$ cat config.mk
export PLATFORM = sky130hd
export DESIGN_NAME = alu_arbiter
export DESIGN_NICKNAME = d
export VERILOG_FILES = /design/src/rtl/alu_arbiter_pkg.sv /design/src/rtl/alu_arbiter_alu.sv /design/src/rtl/alu_arbiter.sv
export SDC_FILE = /design/constraint.sdc
export NUM_CORES = 1
export LEC_CHECK = 0
export CAP_MARGIN = 20
export CORE_MARGIN = 2
export CORE_UTILIZATION = 30
export DETAILED_ROUTE_END_ITERATION = 8
export DONT_BUFFER_PORTS = 1
export HOLD_SLACK_MARGIN = 0.15
export PLACE_DENSITY_LB_ADDON = 0.15
export SYNTH_ARGS = -nofsm -noshare
export SYNTH_HDL_FRONTEND = slang
export SYNTH_HIERARCHICAL = 1
export SYNTH_SLANG_ARGS = --single-unit
$ cat constraint.sdc
create_clock -name clk -period 4.1 [get_ports clk]
set_clock_uncertainty 0.05 [all_clocks]
set_input_delay 0.82 -clock clk [delete_from_list [all_inputs] [get_ports clk]]
set_output_delay 0.82 -clock clk [all_outputs]
set_load 0.03 [all_outputs]
$ cat src/rtl/alu_arbiter_pkg.sv
// alu_arbiter_pkg: shared header for the ALU and its arbiter.
//   WORD_W    - datapath word width used by the alu
//   OP_W      - alu opcode width
//   OP_*      - alu opcode constants
//   state_t   - arbiter state encoding (IDLE / EXEC / DONE)
package alu_arbiter_pkg;

  localparam int WORD_W = 16;
  localparam int OP_W   = 5;

  localparam logic [4:0] OP_ADD   = 5'd0;
  localparam logic [4:0] OP_SUB   = 5'd1;
  localparam logic [4:0] OP_AND   = 5'd2;
  localparam logic [4:0] OP_OR    = 5'd3;
  localparam logic [4:0] OP_XOR   = 5'd4;
  localparam logic [4:0] OP_NOT   = 5'd5;
  localparam logic [4:0] OP_SHL   = 5'd6;
  localparam logic [4:0] OP_SHR   = 5'd7;
  localparam logic [4:0] OP_PASSX = 5'd8;
  localparam logic [4:0] OP_PASSY = 5'd9;

  typedef enum logic [1:0] {
    ST_IDLE = 2'd0,
    ST_EXEC = 2'd1,
    ST_DONE = 2'd2
  } state_t;

endpackage

$ cat src/rtl/alu_arbiter_alu.sv
// alu: purely combinational word ALU shared by the arbiter.
//   op [OPW]   - opcode (OP_* from alu_arbiter_pkg); unknown opcodes give 0
//   x, y [WIDTH] - operands; shifts use the low log2(WIDTH) bits of y
//   z [WIDTH]  - result, wraps modulo 2**WIDTH, no flags
module alu
  import alu_arbiter_pkg::*;
#(
  parameter int WIDTH = WORD_W,
  parameter int OPW   = OP_W
) (
  input  logic [OPW-1:0]   op,
  input  logic [WIDTH-1:0] x,
  input  logic [WIDTH-1:0] y,
  output logic [WIDTH-1:0] z
);

  localparam int SHW = $clog2(WIDTH);

  // Opcode decode and evaluation
  always_comb begin
    z = {WIDTH{1'b0}};
    case (op)
      OP_ADD:   z = x + y;
      OP_SUB:   z = x - y;
      OP_AND:   z = x & y;
      OP_OR:    z = x | y;
      OP_XOR:   z = x ^ y;
      OP_NOT:   z = ~x;
      OP_SHL:   z = x << y[SHW-1:0];
      OP_SHR:   z = x >> y[SHW-1:0];
      OP_PASSX: z = x;
      OP_PASSY: z = y;
      default:  z = {WIDTH{1'b0}};
    endcase
  end

endmodule

$ cat src/rtl/alu_arbiter.sv
// alu_arbiter: shares one alu between two requesters with round-robin
// arbitration and a req / gnt / ack handshake.
//   clk, reset          - clock, synchronous active-high reset
//   reqN, opN, xN, yN   - requester N request level and operation
//   gntN                - pulse in the cycle after operands were latched (EXEC)
//   ackN                - pulse in the cycle zN carries the new result (DONE)
//   zN                  - last result for requester N, held between acks
//   busy                - high while in EXEC or DONE
// All outputs are registers; none depends combinationally on a req.
module alu_arbiter
  import alu_arbiter_pkg::*;
#(
  parameter int WIDTH = WORD_W,
  parameter int OPW   = OP_W
) (
  input  logic             clk,
  input  logic             reset,
  input  logic             req0,
  input  logic [OPW-1:0]   op0,
  input  logic [WIDTH-1:0] x0,
  input  logic [WIDTH-1:0] y0,
  output logic             gnt0,
  output logic             ack0,
  output logic [WIDTH-1:0] z0,
  input  logic             req1,
  input  logic [OPW-1:0]   op1,
  input  logic [WIDTH-1:0] x1,
  input  logic [WIDTH-1:0] y1,
  output logic             gnt1,
  output logic             ack1,
  output logic [WIDTH-1:0] z1,
  output logic             busy
);

  state_t           state_r;
  state_t           next_state_s;
  logic             do_grant_s;
  logic             win_s;
  logic             last_grant_r;
  logic             id_r;
  logic [OPW-1:0]   op_r;
  logic [WIDTH-1:0] x_r;
  logic [WIDTH-1:0] y_r;
  logic [WIDTH-1:0] alu_z_s;
  logic             gnt0_r;
  logic             gnt1_r;
  logic             ack0_r;
  logic             ack1_r;
  logic [WIDTH-1:0] z0_r;
  logic [WIDTH-1:0] z1_r;
  logic             busy_r;

  alu #(.WIDTH(WIDTH), .OPW(OPW)) u_alu (
    .op (op_r),
    .x  (x_r),
    .y  (y_r),
    .z  (alu_z_s)
  );

  // Next-state and arbitration decision
  always_comb begin
    next_state_s = state_r;
    do_grant_s   = 1'b0;
    win_s        = 1'b0;
    case (state_r)
      ST_IDLE: begin
        if (req0 || req1) begin
          do_grant_s   = 1'b1;
          next_state_s = ST_EXEC;
          if (req0 && req1) begin
            win_s = ~last_grant_r;
          end else begin
            win_s = req1;
          end
        end else begin
          next_state_s = ST_IDLE;
        end
      end
      ST_EXEC: begin
        next_state_s = ST_DONE;
      end
      ST_DONE: begin
        // The requester being acked is ineligible, so only the other one
        // can be granted back-to-back.
        if ((!id_r && req1) || (id_r && req0)) begin
          do_grant_s   = 1'b1;
          win_s        = ~id_r;
          next_state_s = ST_EXEC;
        end else begin
          next_state_s = ST_IDLE;
        end
      end
      default: begin
        next_state_s = ST_IDLE;
      end
    endcase
  end

  // State, handshake pulses and busy flag
  always_ff @(posedge clk) begin
    if (reset) begin
      state_r      <= ST_IDLE;
      last_grant_r <= 1'b1;
      gnt0_r       <= 1'b0;
      gnt1_r       <= 1'b0;
      ack0_r       <= 1'b0;
      ack1_r       <= 1'b0;
      busy_r       <= 1'b0;
    end else begin
      state_r <= next_state_s;
      gnt0_r  <= do_grant_s && !win_s;
      gnt1_r  <= do_grant_s && win_s;
      ack0_r  <= (state_r == ST_EXEC) && !id_r;
      ack1_r  <= (state_r == ST_EXEC) && id_r;
      busy_r  <= (next_state_s != ST_IDLE);
      if (do_grant_s) begin
        last_grant_r <= win_s;
      end else begin
        last_grant_r <= last_grant_r;
      end
    end
  end

  // Operand register: captures the winner's operation at grant time only
  always_ff @(posedge clk) begin
    if (reset) begin
      id_r <= 1'b0;
      op_r <= {OPW{1'b0}};
      x_r  <= {WIDTH{1'b0}};
      y_r  <= {WIDTH{1'b0}};
    end else if (do_grant_s) begin
      id_r <= win_s;
      op_r <= win_s ? op1 : op0;
      x_r  <= win_s ? x1 : x0;
      y_r  <= win_s ? y1 : y0;
    end else begin
      id_r <= id_r;
      op_r <= op_r;
      x_r  <= x_r;
      y_r  <= y_r;
    end
  end

  // Result registers: written at the edge that ends EXEC
  always_ff @(posedge clk) begin
    if (reset) begin
      z0_r <= {WIDTH{1'b0}};
      z1_r <= {WIDTH{1'b0}};
    end else if (state_r == ST_EXEC) begin
      if (id_r) begin
        z1_r <= alu_z_s;
      end else begin
        z0_r <= alu_z_s;
      end
    end else begin
      z0_r <= z0_r;
      z1_r <= z1_r;
    end
  end

  assign gnt0 = gnt0_r;
  assign gnt1 = gnt1_r;
  assign ack0 = ack0_r;
  assign ack1 = ack1_r;
  assign z0   = z0_r;
  assign z1   = z1_r;
  assign busy = busy_r;

endmodule
Yosys cells after proc, flatten, opt, wreduce, memory -nomap -nowiden
Cells that the tools add are included.
{ "op_classes": {"addsub": 2, "eq_ne": 11, "shifts": 2, "n_mux": 14, "bitwise": 6, "n_reduce_logical": 16} }
{ "ops": {"columns": ["op", "n"], "rows": [
  ["$pmux 16 s10", 1],
  ["$mux 16", 2],
  ["$eq 5x3->1 const B", 4],
  ["$add 16x16->16", 1],
  ["$and 16x16->16", 1],
  ["$not 16->16", 1],
  ["$or 16x16->16", 1],
  ["$shl 16x4->16", 1],
  ["$shr 16x4->16", 1],
  ["$sub 16x16->16", 1],
  ["$xor 16x16->16", 1],
  ["$eq 5x2->1 const B", 2],
  ["$eq 5x4->1 const B", 2],
  ["$logic_and 1x1->1", 7],
  ["$mux 1", 7],
  ["$pmux 2 s3", 1],
  ["$eq 5x1->1 const B", 1],
  ["$logic_not 5->1", 1],
  ["$mux 5", 1],
  ["$pmux 1 s2", 2],
  ["$reduce_and 2->1", 2],
  ["$eq 2x1->1 const B", 1],
  ["$eq 2x2->1 const B", 1],
  ["$logic_not 1->1", 2],
  ["4 further kinds", 6]
]} }
{ "totals": {"register_bits": 78, "input_bits": 78, "output_inout_bits": 37, "wordCells": 64} }

Longest topological paths before layout
{ "logic_depth": {"ltp_word": 7, "ltp_mapped": 19, "mapped_depth_nobuf": 15} }

By module
Netlist, hierarchy kept.
{ "by_module_without_submodules": {"columns": ["module", "instances", "cells_each", "area_per_inst_um2", "seq_area_each_um2"], "rows": [
  ["alu_arbiter", 1, 438, 3692.3, 1561.5],
  ["alu", 1, 524, 3638.5, 0.0]
]} }

Worst setup path after synthesis
Ideal clock, no wire load.
{ "synth_path": {"kind": "flip-flop to flip-flop", "start": "register y_r[1]", "end": "register z0_r[15] (netlist: z0[15])", "setup_time_ps": 70, "t_arrival_ps": 3510, "required_ps": 3980, "slack_ps": 469, "path_stages_with_launch": 19, "path_buffers": 4, "synth_period_minus_slack_ps": 3631, "path_cell_list": "dfxtp_1 -> buf_2 -> buf_2 -> buf_2 -> inv_1 -> ha_1 -> nand3_1 -> nor2_1 -> a41oi_1 -> xnor2_1 -> ha_1 -> clkbuf_1 -> nand4_1 -> or4_1 -> o211ai_1 -> xnor2_1 -> o21ai_1 -> nand2_1 -> a21oi_1"} }
{ "synth_between": {"elab_chain_len": 2, "word_cells_on_any_way": 5, "classes_between": "add/sub: 2; shift: 2; mux: 1"} }
{ "synth_rtl": {"columns": ["item", "line", "text"], "rows": [
  ["start, declared", "alu_arbiter.sv:43", "logic [WIDTH-1:0] y_r;"],
  ["start signal, assigned", "alu_arbiter.sv:130", "y_r <= {WIDTH{1'b0}};"],
  ["start signal, assigned", "alu_arbiter.sv:135", "y_r <= win_s ? y1 : y0;"],
  ["start signal, assigned", "alu_arbiter.sv:140", "y_r <= y_r;"],
  ["$sub 16x16->16 (tied with other cells)", "alu_arbiter_alu.sv:24", "OP_SUB: z = x - y;"],
  ["$pmux 16 s10 (*)", "alu_arbiter_alu.sv:22", "case (op)"],
  ["net alu_z_s[15]", "alu_arbiter.sv:44", "logic [WIDTH-1:0] alu_z_s;"],
  ["end signal, assigned", "alu_arbiter.sv:147", "z0_r <= {WIDTH{1'b0}};"],
  ["end signal, assigned", "alu_arbiter.sv:153", "z0_r <= alu_z_s;"],
  ["end signal, assigned", "alu_arbiter.sv:156", "z0_r <= z0_r;"],
  ["end, declared", "alu_arbiter.sv:49", "logic [WIDTH-1:0] z0_r;"]
]} }
The timed path passes the listed nets; every way through them passes the cells marked *.
A chain may end at the register's enable or synchronous reset.

Worst setup path in the final report
{ "layout_path": {"start": "register op_r[4]", "end": "register z0_r[8] (netlist: z0[8])"} }
{ "layout_between": {"elab_chain_len": 2, "word_cells_on_any_way": 11, "classes_between": "eq/ne: 9; mux: 1; reduce/logical: 1"} }
{ "layout_rtl": {"columns": ["item", "line", "text"], "rows": [
  ["start, declared", "alu_arbiter.sv:41", "logic [OPW-1:0] op_r;"],
  ["start signal, assigned", "alu_arbiter.sv:128", "op_r <= {OPW{1'b0}};"],
  ["start signal, assigned", "alu_arbiter.sv:133", "op_r <= win_s ? op1 : op0;"],
  ["start signal, assigned", "alu_arbiter.sv:138", "op_r <= op_r;"],
  ["$eq 5x4->1 (tied with other cells)", "alu_arbiter_alu.sv:22", null],
  ["$pmux 16 s10 (*)", "alu_arbiter_alu.sv:22", null],
  ["net alu_z_s[8]", "alu_arbiter.sv:44", null]
]} }
Marked as above.

==> impl_metrics.ini <==
[status]
status = complete, no violations

[place]
hpwl_um = 20620
gp_congestion = 0.9510
io_buffers = 0
dp.cells = 1237

[sta]
rsz0062_at_grt = no
clock.fmax_mhz = 259.5
setup_viol_count_final = 0
fin_crit_ns = 3.853
relSlewSlack_pct = 29.07
tns_ns = 0
hold_viol = 0
drv_slew = 0
tightestPinTransition_ns = 1.054
fin_crit_sh_pct = 93.98

[finish]
postLayoutCoreUtil_pct = 32.59
fin_nets = 1053
areaGrowthSynthToFinish_pct = 7.476
drive_gt1_share_pct = 9.570
antennaDiodeCount = 0
stdcell_count = 1254

[global_routing]
grtUsageMet2_pct = 33.77
grt_max_degree = 80
met3_usage_pct = 3.848
grt_pass1_wl_um = 43220
grt_usage_pct = 21.56
overflow = 0
first_global_vias = 6925
use_met1_pct = 30.32
top_usage_layer = met2
antenna_found_initial = 0

[hold_path]
hold_start = last_grant_r$_SDFFE_PP1P_
holdPathEnd = last_grant_r$_SDFFE_PP1P_
whs_path_depth = 1
hold_path.class = flip-flop to flip-flop

[detailed_routing]
vias = 7375
post_drt_wl_per_cell_um = 22.33
drtIter0Drc = 669
antenna_left = 0
drc = 0
viasPerCell = 5.881
drt-total-wl_um = 28010
dr.pass1.iters = 5

[clock_tree]
cts_tree = done
cts_setup_buffers = 0
clk_pin_slew_worst_paths_ns = 0.07
cts-root-buf = clkbuf_16
clock_path_buffers = 2
cts_resized = 0
insertion_delay_ns = 0.36
cts.hold.buffers_added = 0
cts_made_buffers = 9
htreeDepth = 3
clock_sinks = 78

[floorplanning]
die_w_um = 160.3
die_y_um = 160.3
ioPinCount = 115
die_area_sq_um = 25700
std_cell_rows = 57
core_sq_um = 24180
initial_core_util_pct = 30.32

[synth]
synth_fp_nets = 1090
synth_area_leaders = dfxtp_1 21%, ha_1 8.4%, nand4_1 6.7%, nand2_1 5.7%, a22oi_1 4.9%
synth_cells = 962
async_flop_share_pct = 0
synth_area_leader_cell = dfxtp_1
yosysUniqueCellTypes = 72
synth-edff-count = 0
yosysSeqAreaShare_pct = 21.30
synth_area_sq_um = 7331
avgSynthCellArea_sq_um = 7.620
synth_warnings = 6
synth_top_area_share_pct = 21.30
synth_seq_cells = 78
synth-main-ff-cell = dfxtp_1

[power_and_ir_drop]
p_sw_share_pct = 43.84
internal_power_mw = 1.758
p_leak_nw = 2.729
combPwrFrac_pct = 42.4
switchingPower_mw = 1.372
power_frac_clock_pct = 26.8
peakVddDrop_mv = 0.1694
power.density_nw_per_um2 = 397.2
pwr-share-seq_pct = 30.9

[critical_path]
cp.required_ns = 4.34
crit_path_max_fanout = 8
reg2reg_depth = 13
worstSetupStartpointType = flip-flop
critPathCaptureType = flip-flop
crit_arrival_ns = 4.10
crit_type = flip-flop to flip-flop
r2r_slack_ns = 0.25
r2r_start = op_r[4]$_SDFFE_PP0P_
timing.rr.end = z0[8]$_SDFFE_PP0P_

[flow_run]
drv_cap = 0
==> cell families after synthesis <==
| group | after synthesis | synth area share (%) |
|---|---|---|
| AO/OA/AOI/OAI | 261 | 24.01 |
| XOR/XNOR | 28 | 3.345 |
| adder cells (fa/ha/maj) | 50 | 8.636 |
| buffers and inverters | 126 | 8.705 |
| flip-flops | 78 | 21.30 |
| multiplexers | 43 | 7.510 |
| AND/OR/NAND/NOR | 376 | 26.49 |
==> worst max-delay path by stage <==
stage	startpoint	end	slack [ns]	cells after the start
detailed placement	op_r[4]$_SDFFE_PP0P_	z0[14]$_SDFFE_PP0P_	0.34	13
finish	op_r[4]$_SDFFE_PP0P_	z0[8]$_SDFFE_PP0P_	0.25	13
global placement	op_r[4]$_SDFFE_PP0P_	z0[14]$_SDFFE_PP0P_	0.33	13
CTS	op_r[4]$_SDFFE_PP0P_	z0[14]$_SDFFE_PP0P_	0.31	13
floorplan	y_r[1]$_SDFFE_PP0P_	z0[15]$_SDFFE_PP0P_	0.47	18
global route	op_r[0]$_SDFFE_PP0P_	z0[8]$_SDFFE_PP0P_	0.06	13
==> critical path, cell delays in order, from the launching register on <==
cell and delay (ns):
dfxtp_1 0.31, or3_1 0.42, nor2_1 0.50, a31oi_1 0.12
xnor2_1 0.34, ha_1 0.36, and3_1 0.17, a221o_1 0.39
a211oi_1 0.32, nor2_1 0.09, xnor2_1 0.18, o2111ai_1 0.32
nand2_1 0.09, a21oi_1 0.14
==> per-layer routing <==
metal	wire length, um	share of wire (%)
met1	13240	47
met2	12340	44
met3	1785	6.4
met4	643	2.3
met5	0	0
==> metrics by stage <==
| stage | area, sq um | setup WS, ns | power (mW) | hold WS (ns) |
|---|---|---|---|---|
| after floorplan | 7331 | 0.4695 | 1.900 | 0.4020 |
| after global placement | 7564 | 0.3284 | 2.294 | 0.4240 |
| after detailed placement | 7564 | 0.3414 | 2.286 | 0.4300 |
| after CTS | 7864 | 0.3087 | 3.138 | 0.4486 |
| after global routing | 7879 | 0.06311 | 3.311 | 0.4489 |
| final | 7879 | 0.2467 | 3.130 | 0.4471 |
==> flip-flops by register name (all words and copies together) (netlist names) <==
name,count
op_r,5
gnt1,1
busy,1
state_r,2
last_grant_r,1
ack0,1
gnt0,1
x_r,16
id_r,1
z0,16
y_r,16
ack1,1
z1,16
==> Yosys cell counts (10+ instances only) <==
| cell type | instances |
|---|---|
| a31oi_1 | 40 |
| buf_2 | 30 |
| nor2b_1 | 10 |
| nor3_1 | 22 |
| nand3_1 | 11 |
| and2_1 | 37 |
| xnor2_1 | 27 |
| dfxtp_1 | 78 |
| a22oi_1 | 48 |
| a211oi_1 | 11 |
| nand4_1 | 78 |
| o21ai_0 | 19 |
| clkbuf_1 | 33 |
| nor2_1 | 62 |
| inv_1 | 34 |
| a21oi_1 | 65 |
| nand2_1 | 111 |
| mux2i_1 | 28 |
| ha_1 | 49 |
| o211ai_1 | 20 |
==> cells in the final DEF (no fill, tap or decap), types with 11 or more instances in the layout <==
master and n:
a211oi_1 11, a21oi_1 65, a22oi_1 48, a31oi_1 40, and2_1 37, buf_4 41
dfxtp_1 77, ha_1 49, inv_1 34, mux2i_1 27, nand2_1 111, nand3_1 11
nand4_1 78, nor2_1 62, nor3_1 22, o211ai_1 20, o21ai_0 19, xnor2_1 27
==> power groups by stage <==
stage	clock, mW	sequential (mW)	combinational, mW
3_3_place_gp	0	0.983	1.31
3_5_place_dp	0	0.985	1.30
5_1_grt	0.890	0.977	1.44
6_report	0.837	0.966	1.33
4_1_cts	0.864	0.967	1.31
2_1_floorplan	0	0.949	0.951
==> cell type report <==
class	count	area [sq um]
Fill cell	2603	16300
Timing Repair Buffer	42	322.8
Multi-Input combinational cell	758	5152
Clock buffer	9	225.2
Inverter	36	135.1
Tap cell	324	405.4
Sequential cell	78	1563
Clock inverter	7	75.07
(Power assumes the default switching activity.)
